--- config.mk ---
export PLATFORM = sky130hd
export DESIGN_NAME = ecg_rate_scheduler
export DESIGN_NICKNAME = d
export VERILOG_FILES = /design/src/rtl/ecg_rate_scheduler.sv
export SDC_FILE = /design/constraint.sdc
export NUM_CORES = 1
export LEC_CHECK = 0
export CAP_MARGIN = 20
export CORE_ASPECT_RATIO = 0.8
export CORE_MARGIN = 2
export CORE_UTILIZATION = 30
export CTS_CLUSTER_SIZE = 14
export DETAILED_ROUTE_END_ITERATION = 10
export DONT_BUFFER_PORTS = 1
export PLACE_DENSITY = 0.47
export SETUP_SLACK_MARGIN = 0.1
export SYNTH_ARGS = -nofsm -noshare
export SYNTH_HDL_FRONTEND = slang
export SYNTH_SLANG_ARGS = --single-unit
--- constraint.sdc ---
create_clock -name clk -period 4 [get_ports clk]
set_input_delay 0.8 -clock clk [delete_from_list [all_inputs] [get_ports clk]]
set_output_delay 0.8 -clock clk [all_outputs]
set_load 0.05 [all_outputs]
--- src/rtl/ecg_rate_scheduler.sv ---
// Heart-rate scheduler for the ECG generator: turns a BPM setpoint into the phase
// accumulator step and slews the rate by at most RAMP_BPM per beat, only at beat boundaries.
module ecg_rate_scheduler #(
  parameter logic [31:0] STEP_PER_BPM = 32'd1491,
  parameter logic [7:0]  DEFAULT_BPM  = 8'd60,
  parameter logic [7:0]  BPM_MIN      = 8'd30,
  parameter logic [7:0]  BPM_MAX      = 8'd240,
  parameter logic [7:0]  RAMP_BPM     = 8'd10
) (
  input  logic        clk,
  input  logic        rst_n,
  input  logic        enable,
  input  logic [7:0]  bpm_in,
  input  logic        bpm_valid,
  output logic        bpm_ready,
  input  logic        phase_msb,
  output logic [31:0] phase_step,
  output logic [7:0]  cur_bpm,
  output logic        beat_pulse,
  output logic        busy
);

  typedef enum logic [1:0] {S_IDLE, S_WAIT_BEAT, S_STEP, S_UPDATE} state_t;

  state_t      r_state;
  state_t      w_state_next;
  logic [7:0]  r_cur_bpm;
  logic [7:0]  r_target;
  logic [31:0] r_phase_step;
  logic        r_beat_pulse;
  logic        r_msb_d;
  logic        r_en_d;
  logic        w_wrap;
  logic        w_xfer;
  logic [7:0]  w_bpm_clamped;

  function automatic logic [7:0] clamp_bpm(input logic [7:0] b);
    if (b < BPM_MIN)      return BPM_MIN;
    else if (b > BPM_MAX) return BPM_MAX;
    else                  return b;
  endfunction

  // Difference taken 9-bit signed so a downward ramp never wraps.
  function automatic logic [7:0] ramp_bpm(input logic [7:0] cur, input logic [7:0] tgt);
    logic signed [8:0] diff;
    logic signed [8:0] lim;
    diff = $signed({1'b0, tgt}) - $signed({1'b0, cur});
    lim  = $signed({1'b0, RAMP_BPM});
    if (diff > lim)       return cur + RAMP_BPM;
    else if (diff < -lim) return cur - RAMP_BPM;
    else                  return tgt;
  endfunction

  function automatic logic [31:0] bpm_to_step(input logic [7:0] b);
    return {24'd0, b} * STEP_PER_BPM;
  endfunction

  assign w_wrap        = r_msb_d & ~phase_msb;
  assign w_xfer        = bpm_valid & bpm_ready;
  assign w_bpm_clamped = clamp_bpm(bpm_in);

  always_ff @(posedge clk) begin
    if (!rst_n)      r_state <= S_IDLE;
    else if (enable) r_state <= w_state_next;
  end

  always_comb begin
    w_state_next = r_state;
    case (r_state)
      S_IDLE:      if (w_xfer && (w_bpm_clamped != r_cur_bpm)) w_state_next = S_WAIT_BEAT;
      S_WAIT_BEAT: if (w_wrap) w_state_next = S_STEP;
      S_STEP:      w_state_next = S_UPDATE;
      S_UPDATE:    w_state_next = (r_cur_bpm == r_target) ? S_IDLE : S_WAIT_BEAT;
      default:     w_state_next = S_IDLE;
    endcase
  end

  always_comb begin
    bpm_ready = (r_state == S_IDLE) & enable;
    busy      = (r_state != S_IDLE);
  end

  always_ff @(posedge clk) begin
    if (!rst_n) begin
      r_cur_bpm    <= DEFAULT_BPM;
      r_target     <= DEFAULT_BPM;
      r_phase_step <= bpm_to_step(DEFAULT_BPM);
      r_beat_pulse <= 1'b0;
      r_msb_d      <= 1'b0;
      r_en_d       <= 1'b1;
    end else begin
      r_msb_d      <= phase_msb;
      r_en_d       <= enable;
      r_beat_pulse <= enable & w_wrap;
      if (w_xfer) r_target <= w_bpm_clamped;
      if (enable && (r_state == S_STEP)) r_cur_bpm <= ramp_bpm(r_cur_bpm, r_target);
      // Reload on re-enable as well as on UPDATE so a flatline resumes at the held rate.
      if (!enable)
        r_phase_step <= 32'd0;
      else if (!r_en_d || (r_state == S_UPDATE))
        r_phase_step <= bpm_to_step(r_cur_bpm);
    end
  end

  assign phase_step = r_phase_step;
  assign cur_bpm    = r_cur_bpm;
  assign beat_pulse = r_beat_pulse;

endmodule

== Yosys cells after proc, flatten, opt, wreduce, memory -nomap -nowiden ==
Index checks and enable logic that the tools add are counted.
Operators by class
  add/subtract/negate cells: 3
  $mul: 1
  divide/modulo/power cells: 0
  magnitude comparators: 4
  equality and inequality tests: 8
  shifts and indexed selects: 0
  muxes and demuxes: 10
  bitwise gates (word level): 5
  reductions and logical operators: 8
Operators with widths (number)
  2-to-1 mux 17 bit: 2
  2-to-1 mux 8 bit: 4
  multiplier 8 x 11 -> 19 bit (second input constant): 1
  greater-than comparator 9 x 5 -> 1 bit (second input constant): 1
  less-than comparator 9 x 5 -> 1 bit (second input constant): 1
  subtractor 8 x 8 -> 9 bit: 1
  adder 8 x 4 -> 8 bit (second input constant): 1
  == test 8 bit: 1
  greater-than comparator 8 bit (second input constant): 1
  less-than comparator 8 x 5 -> 1 bit (second input constant): 1
  != test 8 bit: 1
  one-hot mux 2 bit (4 select lines): 1
  subtractor 8 x 4 -> 8 bit (second input constant): 1
  bitwise AND 1 bit: 4
  == test 2 bit (second input constant): 2
  2-to-1 mux 2 bit: 2
  != test 2 bit (second input constant): 2
  AND reduction 3 bit: 1
  == test 2 x 1 -> 1 bit (second input constant): 1
  logical AND 1 bit: 2
  zero test 2 bit: 1
  != test 2 x 1 -> 1 bit (second input constant): 1
  AND reduction 2 bit: 1
  nonzero test 2 bit: 1
  4 further kinds: 4
Word-level totals
  bits in registers: 40
  latch bits: 0
  memory bits (writable): 0
  memory bits (read-only): 0
  input port bits: 13
  output and inout port bits: 43
  word-level logic and storage cells: 47
  memories: 0

== Logic depth before layout (Yosys ltp) ==
  depth in word-level cells: 7
  depth in mapped cells: 17
  depth with buffers taken out: 17

== Worst setup path before layout ==
Ideal clock, no wire load.
  path kind: reg-to-reg
  start point: register r_cur_bpm[5] (netlist: cur_bpm[5])
  end point: register r_phase_step[17] (netlist: phase_step[17])
  setup time: 122 ps
  data arrival time: 4514 ps
  required time: 3878 ps
  setup slack: -636 ps
  stages on the path, launching flop included: 18
  buffers on the path: 0
  clock period less this slack: 4636 ps
  cells stage by stage: dfxtp_1 > inv_1 > ha_1 > inv_1 > fa_1 > inv_1 > fa_1 > inv_1 > fa_1 > inv_1 > ha_1 > a21oi_1 > o21ai_1 > a21oi_1 > o21ai_1 > a31oi_1 > nor4_1 > a221o_1
On the way
  cells in the longest elaborated chain, start to end: 1
RTL lines
  from (decl): line 27  | logic [7:0] r_cur_bpm;
  from (signal assigned): line 96  | if (enable && (r_state == S_STEP)) r_cur_bpm <= ramp_bpm(r_cur_bpm, r_target);
  multiplier 8 x 11 -> 19 bit: line 55  | return {24'd0, b} * STEP_PER_BPM;
  to (signal assigned): line 87  | r_phase_step <= bpm_to_step(DEFAULT_BPM);
  to (signal assigned): line 101  | r_phase_step <= bpm_to_step(r_cur_bpm);
  to (decl): line 29  | logic [31:0] r_phase_step;
Every way passes these cells.
A chain may end at the register's enable or synchronous reset.

== Final worst setup path ==
  start point: register r_cur_bpm[5] (netlist: cur_bpm[5])
  end point: register r_phase_step[18] (netlist: phase_step[18])
The elaborated chain is that of the path after synthesis.

==> results.md <==
* Top post-synthesis cells by area: ha_1 21%, dfxtp_1 19%, fa_1 10%
* GRT Total Usage at 0.162
* Worst R2R End: phase_step[18]$_SDFFE_PN0N_
* Final instance area at roughly 5000 sq um
* H-tree Lvls at 2
* CP delay by family, top: adder cells
* Die height at between 100 and 150 um
* Ys flop type: dfxtp_1
* Final hold violations at 0
* DRT Wirelength at around 12,000 um
* Global-route wire length before repair at between 15,000 and 20,000 um
* FILL cells at 1,480
* Yosys top cell area share at 0.210
* Highest metal used: met4
* Lkg Pwr at 2.28 nW
* Final Max Tran Viols at 0
* Worst setup EP type: register
* Layout net count at around 640
* Vias after detailed routing at 3,610
* Slew margin rel. at 0.359
* Number of enable flip-flop cells after synthesis at 0
* Worst Hold Depth at 2
* Reg2reg start: cur_bpm[5]$_SDFFE_PN1P_
* Unrepaired setup endpoints after global routing: true
* Post-synthesis adder-cell area fraction at 0.312
* Yosys top cell by area: ha_1
* Vias per cell at ~5.0
* First drt pass iteration count at 5
* Area delta synth->final at 15.4%
* Syn. warnings at 0
* Wire length on met2 at 4890 um
* Fin crit share at 0.956
* Clock sink count at 40
* RD Place Congestion at 0.828
* Final setup viols at 0
* IO Count at 56
* Critical Path AT at about 4.0 ns
* Grt ovf at 0
* Reg2reg setup slack at approximately 0.18 ns
* Avg Cell Area, Syn at approximately 8.3 sq um
* Clock slew at reported path FFs at around 0.060 ns
* Largest net degree at the start of global routing at 26
* DP HPWL at roughly 10000 um
* Port Buf Inserts at 0
* Die area at roughly 15,000 sq um
* Max-cap viol count at 0
* Hold_sp: r_target[0]$_SDFFE_PN0P_
* Synth Area in XOR/XNOR at 0.0510
* Worst hold slack at roughly 0.46 ns
* Multiplexer area fraction after synthesis at 0.0169
* Worst Hold Class: reg -> reg
* Clock tree buffer depth at 2
* Post-synthesis sequential area ratio at 0.187
* Hold EP: r_target[0]$_SDFFE_PN0P_
* Synth Register Bits at 40
* CP max stage delay at between 0.5 and 0.6 ns
* Slew @ Worst Pin at about 0.96 ns
* Met3 WL at about 770 um
* Clock period minus worst slack at 3.82 ns
* Row count at 39
* Die width at 138 um
* Routed wire per std cell at roughly 17 um
* Initial antenna violation count at 0
* Ys async rst share at 0
* Most used cell, CP: ha_1
* Initial Util at 0.303
* Vias in the first global route at 3,468
* Share of post-route cells with drive strength above 1 at 0.147
* Synth Area in Simple Gates at 0.148
* Met1 wire length at 6250 um
* Core Footprint at between 10,000 and 15,000 sq um
* Cells after synthesis at just over 500
* Worst r2r path cells at 13
* WP data required at 4.18 ns
* Worst Path Max Fanout at 5
* Cell area after placement at about 4600 sq um
* WP depth at 13
* Crit path kind: reg -> reg
* PwrDens at roughly 350 nW/um^2
* Slowest CP cell: fa_1
* Mapped Area at 4290 sq um
* Distinct cells, synth at 62
* Final ANT Viol Nets at 0
* Clock latency on the worst-skew pair at between 0.2 and 0.3 ns
* Largest family of logic cells by synthesized area: adder cells
* FMAX at 0.262 GHz
* Number of diodes at 0
* Initial DRC count at 175
* Crit-path cells: buf_4 -> fa_1 -> xor2_1 -> ha_1 -> fa_1 -> ha_1 -> ha_1 -> and2_1 -> o21ai_0 -> o21ai_2 -> o41ai_2 -> xor2_1 -> o2bb2ai_1
* CTS hold repair buffers at 0
* Highest ir drop seen on vdd at 152 uV
* Final Skew at ~0.0040 ns
* Post-synthesis compound-gate area fraction at 0.182
* Number of buffers created by CTS at 5
* Outcome: finished, final reports clean
* # DRC at 0
* Number of buffers and inverters on the critical path at 1
* CP startpoint kind: register
* CTS tree: built
* Fin util at 0.350
* Clk root buf: clkbuf_16
routing by layer:
metal	vias to the layer above	track usage
met4	0	0.0245
met3	8	0.0393
li1	1786	-
met5	-	0
met2	82	0.227
met1	1734	0.252
logic make-up after synthesis:
group,Yosys count
AO/OA/AOI/OAI,120
buffers and inverters,101
other,1
multiplexers,7
AND/OR/NAND/NOR,130
adder cells (fa/ha/maj),94
XOR/XNOR,25
flip-flops,40
stage by stage:
stage | std cells | setup TNS, ns | total power [mW] | worst slack, ns
final | 720 | 0 | 1.71 | 0.176
after global routing | 720 | -0.0195 | 1.84 | -0.0195
after CTS | 714 | 0 | 1.71 | 0.118
after detailed placement | 705 | -0.000284 | 1.26 | -0.000284
after global placement | 705 | 0 | 1.25 | 0.0990
after floorplan | 530 | 0 | 1.10 | 0.104
cells in the mapped netlist (5+ instances only):
library cell   n
ha_1          72
inv_1         72
nand2_1       44
dfxtp_1       40
a21oi_1       39
nor2_1        23
fa_1          22
o21ai_1       19
xnor2_1       16
nand3_1       14
buf_4         13
clkbuf_1      13
o21ai_0       12
a21o_1        11
xor2_1         9
nand2b_1       8
nand4_1        8
a31oi_1        7
or3_1          6
mux2i_1        5
nor3_1         5
sequential cells by signal (all words and copies together), names as in the netlist:
name,flops
beat_pulse,1
r_target,8
r_msb_d,1
r_en_d,1
r_state,2
phase_step,19
cur_bpm,8
power breakdown:
group | switching (mW) | total (mW) | internal [mW]
clock network | 0.179 | 0.411 | 0.231
registers | 0.0689 | 0.490 | 0.421
logic | 0.486 | 0.814 | 0.328
cell type report:
class	instances	area, sq um	area share
well taps	184	230	0.0465
inverters	74	283	0.0571
clock buffers	6	129	0.0260
flip-flops and latches	40	823	0.166
repair buffers	25	204	0.0412
multi-input cells	389	3270	0.661
clock inverters	2	11.3	0.00227
how the worst max path moves through the flow:
stage | start | endpoint | slack [ns]
6_report | cur_bpm[5]$_SDFFE_PN1P_ | phase_step[18]$_SDFFE_PN0N_ | 0.18
5_1_grt | cur_bpm[5]$_SDFFE_PN1P_ | phase_step[18]$_SDFFE_PN0N_ | -0.02
4_1_cts | cur_bpm[2]$_SDFFE_PN1P_ | phase_step[17]$_SDFFE_PN0N_ | 0.12
3_5_place_dp | cur_bpm[6]$_SDFFE_PN0P_ | phase_step[18]$_SDFFE_PN0N_ | -0.0003
3_3_place_gp | cur_bpm[6]$_SDFFE_PN0P_ | phase_step[18]$_SDFFE_PN0N_ | 0.1
2_1_floorplan | cur_bpm[6]$_SDFFE_PN0P_ | phase_step[18]$_SDFFE_PN0N_ | 0.10
tightest hold or removal path, delay by kind of cell, from the launching register on:
family	cells	cell delay, ns
and+or+nand+nor	1	0.05
DFF	1	0.31
AOI/OAI and AO/OA	1	0.05
cells in the final DEF (no fill, tap or decap), types with 2 or more instances in the layout:
| cell type | count |
|---|---|
| ha_1 | 63 |
| xor2_1 | 9 |
| a21oi_2 | 6 |
| o21ai_2 | 3 |
| nand2b_1 | 8 |
| inv_2 | 7 |
| and3_1 | 3 |
| ha_4 | 9 |
| fa_1 | 22 |
| a31oi_2 | 2 |
| xnor2_1 | 16 |
| nor3_1 | 5 |
| nand4_1 | 8 |
| a211oi_1 | 2 |
| nand3b_1 | 2 |
| buf_4 | 23 |
| inv_4 | 3 |
| nand3_1 | 14 |
| o31ai_1 | 3 |
| conb_1 | 13 |
| dfxtp_1 | 34 |
| nor2b_1 | 2 |
| or3_1 | 6 |
| nand2_1 | 44 |
| o2bb2ai_1 | 2 |
| inv_1 | 64 |
| a221o_1 | 3 |
| clkbuf_16 | 5 |
| mux2i_1 | 5 |
| o21ai_0 | 12 |
| a21oi_1 | 33 |
| a21o_1 | 11 |
| a31oi_1 | 6 |
| and2_1 | 3 |
| o21ai_1 | 16 |
| nor2_1 | 22 |
| nor2_2 | 2 |
| a221oi_1 | 3 |
| dfxtp_4 | 6 |
| nor4_1 | 3 |
what timing repair did:
action | 4_1_cts | 5_1_grt
pin swaps | 2 | 18
resized for setup | 8 | 16
setup buffers | 1 | 6
setup endpoints to repair | 4 | 7
Power figures use the tool's default switching activity.
